[src/rtl/core_pkg.sv]
`default_nettype none
// ============================================================================
// core_pkg
// ----------------------------------------------------------------------------
// Shared definitions for the 5-stage RV32I core.
//   * Result-source encodings for the writeback mux.
//   * hz_state_t: sequencing state of hazard_unit.
// Revision: 1.0 - initial release
// ============================================================================
package core_pkg;

   localparam logic [1:0] ALU_RESULT = 2'b00;
   localparam logic [1:0] MEM_TO_REG = 2'b01;
   localparam logic [1:0] PC_PLUS    = 2'b10;
   localparam logic [1:0] LUI_AUIPC  = 2'b11;

   typedef enum logic [1:0] {
      RUN      = 2'd0,
      MULDIV   = 2'd1,
      MEM_WAIT = 2'd2
   } hz_state_t;

endpackage
`default_nettype wire

[src/rtl/hazard_detect.sv]
`default_nettype none
// ============================================================================
// hazard_detect
// ----------------------------------------------------------------------------
// Combinational load-use comparator. Flags when the instruction in decode
// reads a register that the load now in execute is about to write.
// Ports:
//   fetch_rs1_i/fetch_rs2_i         source registers of the decode instruction
//   fetch_uses_rs1_i/_rs2_i         the decode instruction really reads them
//   decode_rd_i                     destination of the execute instruction
//   decode_result_src_i             result source of the execute instruction
//   decode_regfile_wr_enable_i      execute instruction writes the regfile
//   load_use_o                      a one-bubble load-use hazard exists
// Revision: 1.0 - initial release
// ============================================================================
module hazard_detect (
   input  logic [4:0] fetch_rs1_i,
   input  logic [4:0] fetch_rs2_i,
   input  logic       fetch_uses_rs1_i,
   input  logic       fetch_uses_rs2_i,
   input  logic [4:0] decode_rd_i,
   input  logic [1:0] decode_result_src_i,
   input  logic       decode_regfile_wr_enable_i,
   output logic       load_use_o
);
   import core_pkg::*;

   logic w_is_load;
   logic w_rs1_hit;
   logic w_rs2_hit;

   // x0 is hard-wired to zero, so a load targeting it never creates a hazard.
   assign w_is_load = (decode_result_src_i == MEM_TO_REG) && decode_regfile_wr_enable_i
                      && (decode_rd_i != 5'd0);
   assign w_rs1_hit = fetch_uses_rs1_i && (fetch_rs1_i == decode_rd_i);
   assign w_rs2_hit = fetch_uses_rs2_i && (fetch_rs2_i == decode_rd_i);
   assign load_use_o = w_is_load && (w_rs1_hit || w_rs2_hit);

endmodule
`default_nettype wire

[src/rtl/hazard_unit.sv]
`default_nettype none
// ============================================================================
// hazard_unit
// ----------------------------------------------------------------------------
// Pipeline sequencing controller: per-cycle stall/flush decisions for
// load-use, taken control flow, multi-cycle mul/div and wait-stated data
// memory, plus a stall-cycle performance counter.
// Ports:
//   clk, rst                           clock, synchronous active-high reset
//   fetch_*                            decode-stage operand usage
//   decode_*                           execute-stage instruction attributes
//   muldiv_done                        mul/div result valid (pulse)
//   execute_pc_src                     jump / taken branch resolved in execute
//   mem_req, datamem_ready             mem-stage access handshake
//   muldiv_start                       one-cycle start to mul/div unit
//   fetch/decode/execute_stall         hold pipeline registers
//   fetch/decode_flush                 bubble pipeline registers
//   mem_timeout                        sticky: a memory wait ran too long
//   stall_count                        cycles with fetch_stall high
// Revision: 1.0 - initial release
// ============================================================================
module hazard_unit #(
   parameter int unsigned CNT_W       = 32,
   parameter int unsigned MEM_TIMEOUT = 255
) (
   input  logic             clk,
   input  logic             rst,
   input  logic [4:0]       fetch_rs1,
   input  logic [4:0]       fetch_rs2,
   input  logic             fetch_uses_rs1,
   input  logic             fetch_uses_rs2,
   input  logic [4:0]       decode_rd,
   input  logic [1:0]       decode_result_src,
   input  logic             decode_regfile_wr_enable,
   input  logic             decode_muldiv,
   input  logic             muldiv_done,
   input  logic             execute_pc_src,
   input  logic             mem_req,
   input  logic             datamem_ready,
   output logic             muldiv_start,
   output logic             fetch_stall,
   output logic             decode_stall,
   output logic             execute_stall,
   output logic             fetch_flush,
   output logic             decode_flush,
   output logic             mem_timeout,
   output logic [CNT_W-1:0] stall_count
);
   import core_pkg::*;

   localparam int unsigned     MW_W     = (MEM_TIMEOUT > 255) ? $clog2(MEM_TIMEOUT + 1) : 8;
   localparam logic [MW_W-1:0] MW_LIMIT = MW_W'(MEM_TIMEOUT);

   hz_state_t        state_q, state_d;
   logic             done_pending_q, done_pending_d;
   logic             in_mul_q, in_mul_d;       // MEM_WAIT was entered with mul/div in flight
   logic             issued_q, issued_d;       // instruction in execute already got its start
   logic [MW_W-1:0]  mw_cnt_q, mw_cnt_d;
   logic             mem_timeout_q, mem_timeout_d;
   logic [CNT_W-1:0] stall_cnt_q;

   logic w_load_use;
   logic w_mem_wait;
   logic w_run_eval;

   hazard_detect u_detect (
      .fetch_rs1_i                (fetch_rs1),
      .fetch_rs2_i                (fetch_rs2),
      .fetch_uses_rs1_i           (fetch_uses_rs1),
      .fetch_uses_rs2_i           (fetch_uses_rs2),
      .decode_rd_i                (decode_rd),
      .decode_result_src_i        (decode_result_src),
      .decode_regfile_wr_enable_i (decode_regfile_wr_enable),
      .load_use_o                 (w_load_use)
   );

   assign w_mem_wait = mem_req && !datamem_ready;

   always_comb begin
      state_d        = state_q;
      done_pending_d = done_pending_q;
      in_mul_d       = in_mul_q;
      mw_cnt_d       = mw_cnt_q;
      mem_timeout_d  = mem_timeout_q;
      muldiv_start   = 1'b0;
      fetch_stall    = 1'b0;
      decode_stall   = 1'b0;
      execute_stall  = 1'b0;
      fetch_flush    = 1'b0;
      decode_flush   = 1'b0;
      w_run_eval     = 1'b0;

      case (state_q)
         MULDIV: begin
            fetch_stall  = 1'b1;
            decode_stall = 1'b1;
            if (w_mem_wait) begin
               execute_stall  = 1'b1;
               state_d        = MEM_WAIT;
               mw_cnt_d       = '0;
               in_mul_d       = 1'b1;
               done_pending_d = muldiv_done;
            end else if (muldiv_done) begin
               state_d = RUN;
            end
         end
         MEM_WAIT: begin
            if (!datamem_ready) begin
               fetch_stall   = 1'b1;
               decode_stall  = 1'b1;
               execute_stall = 1'b1;
               if (muldiv_done) begin
                  done_pending_d = 1'b1;
               end
               if (mw_cnt_q != '1) begin
                  mw_cnt_d = mw_cnt_q + 1'b1;
               end
               if (mw_cnt_d >= MW_LIMIT) begin
                  mem_timeout_d = 1'b1;
               end
            end else begin
               done_pending_d = 1'b0;
               in_mul_d       = 1'b0;
               if (in_mul_q && !done_pending_q && !muldiv_done) begin
                  // Mul/div still busy: EX/MEM takes a bubble, front end keeps waiting.
                  state_d      = MULDIV;
                  fetch_stall  = 1'b1;
                  decode_stall = 1'b1;
               end else begin
                  // Execute advances this cycle, so it is evaluated exactly like RUN.
                  state_d    = RUN;
                  w_run_eval = 1'b1;
               end
            end
         end
         default: begin
            state_d    = RUN;
            w_run_eval = 1'b1;
         end
      endcase

      if (w_run_eval) begin
         if (w_mem_wait) begin
            fetch_stall    = 1'b1;
            decode_stall   = 1'b1;
            execute_stall  = 1'b1;
            state_d        = MEM_WAIT;
            mw_cnt_d       = '0;
            in_mul_d       = 1'b0;
            done_pending_d = 1'b0;
         end else if (execute_pc_src) begin
            // Redirect kills the two younger instructions; any load-use stall is moot.
            fetch_flush  = 1'b1;
            decode_flush = 1'b1;
         end else if (decode_muldiv && !issued_q) begin
            muldiv_start = 1'b1;
            fetch_stall  = 1'b1;
            decode_stall = 1'b1;
            state_d      = MULDIV;
         end else if (w_load_use) begin
            fetch_stall  = 1'b1;
            decode_flush = 1'b1;
         end
      end

      // ID/EX reloads whenever decode is not held; that retires the started op.
      if (muldiv_start) begin
         issued_d = 1'b1;
      end else if (!decode_stall) begin
         issued_d = 1'b0;
      end else begin
         issued_d = issued_q;
      end

      if (rst) begin
         muldiv_start  = 1'b0;
         fetch_stall   = 1'b0;
         decode_stall  = 1'b0;
         execute_stall = 1'b0;
         fetch_flush   = 1'b1;
         decode_flush  = 1'b1;
      end
   end

   always_ff @(posedge clk) begin
      if (rst) begin
         state_q        <= RUN;
         done_pending_q <= 1'b0;
         in_mul_q       <= 1'b0;
         issued_q       <= 1'b0;
         mw_cnt_q       <= '0;
         mem_timeout_q  <= 1'b0;
         stall_cnt_q    <= '0;
      end else begin
         state_q        <= state_d;
         done_pending_q <= done_pending_d;
         in_mul_q       <= in_mul_d;
         issued_q       <= issued_d;
         mw_cnt_q       <= mw_cnt_d;
         mem_timeout_q  <= mem_timeout_d;
         if (fetch_stall) begin
            stall_cnt_q <= stall_cnt_q + 1'b1;
         end
      end
   end

   assign mem_timeout = mem_timeout_q;
   assign stall_count = stall_cnt_q;

endmodule
`default_nettype wire
[config.mk]
export PLATFORM = sky130hd
export DESIGN_NAME = hazard_unit
export DESIGN_NICKNAME = d
export VERILOG_FILES = /design/src/rtl/core_pkg.sv /design/src/rtl/hazard_detect.sv /design/src/rtl/hazard_unit.sv
export SDC_FILE = /design/constraint.sdc
export NUM_CORES = 1
export LEC_CHECK = 0
export CAP_MARGIN = 5
export CORE_UTILIZATION = 45
export CTS_CLUSTER_DIAMETER = 60
export DETAILED_ROUTE_END_ITERATION = 16
export HOLD_SLACK_MARGIN = 0.05
export PLACE_DENSITY = 0.79
export SETUP_SLACK_MARGIN = 0.5
export SYNTH_ARGS = -nofsm -noshare
export SYNTH_HDL_FRONTEND = slang
export SYNTH_HIERARCHICAL = 1
export SYNTH_SLANG_ARGS = --single-unit
[constraint.sdc]
create_clock -name clk -period 2.2 [get_ports clk]
set_input_delay 0.22 -clock clk [delete_from_list [all_inputs] [get_ports clk]]
set_output_delay 0.22 -clock clk [all_outputs]
set_load 0.005 [all_outputs]
==> reports/results.tsv <==
metric	value	unit
outcome	finished with violations	
violations	setup timing	
async_flop_share	0	%
worst_pin_slew	0.396	ns
wl_per_cell	18.1	µm
synth-edff-count	0	
drive_gt1_share	33.3	%
num-nets-final	472	
gp_congestion	0.919	
fin_skew	0.0101	ns
synth_top_cell_area_share	34.0	%
first_pass_iters	6	
drtIter0Drc	351	
pin_count	66	
yosys_register_bits	46	
synth_top_family_by_area	simple AND/OR/NAND/NOR gates	
grt_pass1_wl	13400	µm
synth_largest_area_cell	dfxtp_1	
rows	27	
vdd.ir_drop.worst	280	µV
synthAdderAreaFrac	1.85	%
fmax	446	MHz
core	5640	µm²
syn_area	2710	µm²
syn_nets	379	
insertion_delay	0.31	ns
ys_types	48	
synth_most_common_cell	dfxtp_1	
synthFlopType	dfxtp_1	
synth-seq-area-share	34.0	%
portBuffers	65	
die_w	79.6	µm
clockBufferDepth	2	
powerDensity	423	nW/µm²
synth.area.mux_share	0.369	%
start_util	48.1	%
maxCapViolations	0	
relSlewSlack	73.6	%
placed_cells	484	
die_h	79.6	µm
synth_xor_area_share	3.88	%
final.min_clock_period	2.24	ns
instances_no_fill	514	
via_per_inst	6.27	
finalWorstSetupSlack	-0.0405	ns
area_growth	57.4	%
synth-simple-area-share	30.0	%
post_dp_cell_area	3550	µm²
wl	9310	µm
cts_sinks	46	
antenna_left	0	
tritoncts	built	
worstSetupPathType	reg2reg	
required	2.40	ns
endpoint_kind	register	
finalHoldViolations	0	
path_clk_slew	0.09	ns
leakage	1.40	nW
overflow	0	
rsz0062_at_grt	true	
num_vias	3222	
grt_max_degree	26	
period_share	102	%
cts_root_buffer	clkbuf_8	
synth_compound_area_share	24.6	%
setup_violations	9	
fin_area	4270	µm²
syn-instance-count	348	
synthTopCellsByCount	46 x dfxtp_1, 45 x a21oi_1, 28 x o21ai_0	
insertedDiodeCount	0	
grt_pass1_vias	2829	
final_max_slew_viol_count	0	
worst_setup_path_start_kind	register	
cts-htree-levels	2	
hold_path.class	reg2reg	
drc	0	
ys_warn_count	6	
yosys-top-cells-area	dfxtp_1 34%, a21oi_1 8.3%, o21ai_0 5.2%	
die_area	6340	µm²
syn_avg_cell_area	7.79	µm²
track_usage	26.9	%
critPathArrivalTime	2.44	ns
dp_hpwl	5250	µm
numCtsBuffers	5	
critPathMaxFanout	9	
antenna_found_initial	0	
-- power breakdown --
| part | leakage, nW | switching [mW] | internal, mW |
|---|---|---|---|
| Sequential | 0.376 | 0.00984 | 0.839 |
| Combinational | 0.976 | 0.203 | 0.225 |
| Clock | 0.0452 | 0.306 | 0.225 |
-- layer usage --
metal	share of wire (%)	track usage (%)
met5	0	0
met4	2.8	9.64
met3	5.9	4.11
met2	52	49.2
met1	40	31.3
-- worst paths after layout --
check,slack (ns),cells after the start,to,startpoint
setup / recovery,-0.04,9,stall_count[26],in_mul_q
hold / removal,0.46,2,mem_timeout,mem_timeout
setup reg to reg,-0.04,9,stall_count[26],in_mul_q
hold reg to reg,0.46,2,mem_timeout,mem_timeout
-- cell families after synthesis --
family | count (synthesis)
flops | 46
compound gates | 109
fa+ha+maj | 4
buf+inv | 35
mux | 1
simple gates | 141
xor+xnor | 12
-- flip-flops by register name, summed over array words and instances, names as in the netlist --
name	flops
mw_cnt_q	8
issued_q	1
in_mul_q	1
mem_timeout	1
done_pending_q	1
state_q	2
stall_count	32
-- timing repair --
action	4_1_cts	5_1_grt
hold buffers	0	0
endpoints found under the setup margin	50	50
buffers inserted	14	2
gates resized for setup	104	64
gates cloned	4	2
pin swaps	41	44
-- placed cells by master, fill, tap and decap left out, types with 10 or more instances in the layout --
cell type / instances
buf_4: 28
nor2_1: 14
or3_1: 17
buf_6: 10
nand2_1: 17
or4_4: 10
a21oi_1: 27
o21ai_0: 24
a21oi_2: 18
nand3_1: 17
clkdlybuf4s50_1: 44
nand4_1: 17
dfxtp_1: 37
-- layout make-up --
class	count	area, µm²
multi-input combinational	267	2020
fill	373	1370
timing repair buffer	108	1080
sequential	46	937
tap	72	90.1
clock buffer	6	72.6
inverter	13	58.8
clock inverter	2	13.8
-- through the flow --
step	util, %	worst slack (ns)	setup TNS (ns)	total power, mW	hold slack (ns)
2_1_floorplan	-	0.197	0	1.01	0.451
3_3_place_gp	62.9	-0.409	-10.48	1.13	0.449
3_5_place_dp	62.9	-0.517	-13.32	1.14	0.449
4_1_cts	70.5	0.0203	0	1.76	0.472
5_1_grt	75.6	-0.113	-1.45	1.87	0.499
6_report	75.6	-0.0405	-0.196	1.81	0.464
-- worst max-delay path, cell delays in order (launching register included) --
cell,delay [ns]
dfxtp_2,0.34
or3b_4,0.39
a311oi_4,0.32
buf_4,0.18
a21oi_4,0.04
buf_6,0.14
buf_6,0.14
buf_16,0.14
o31ai_1,0.35
a21oi_2,0.10
(Power assumes the default switching activity.)
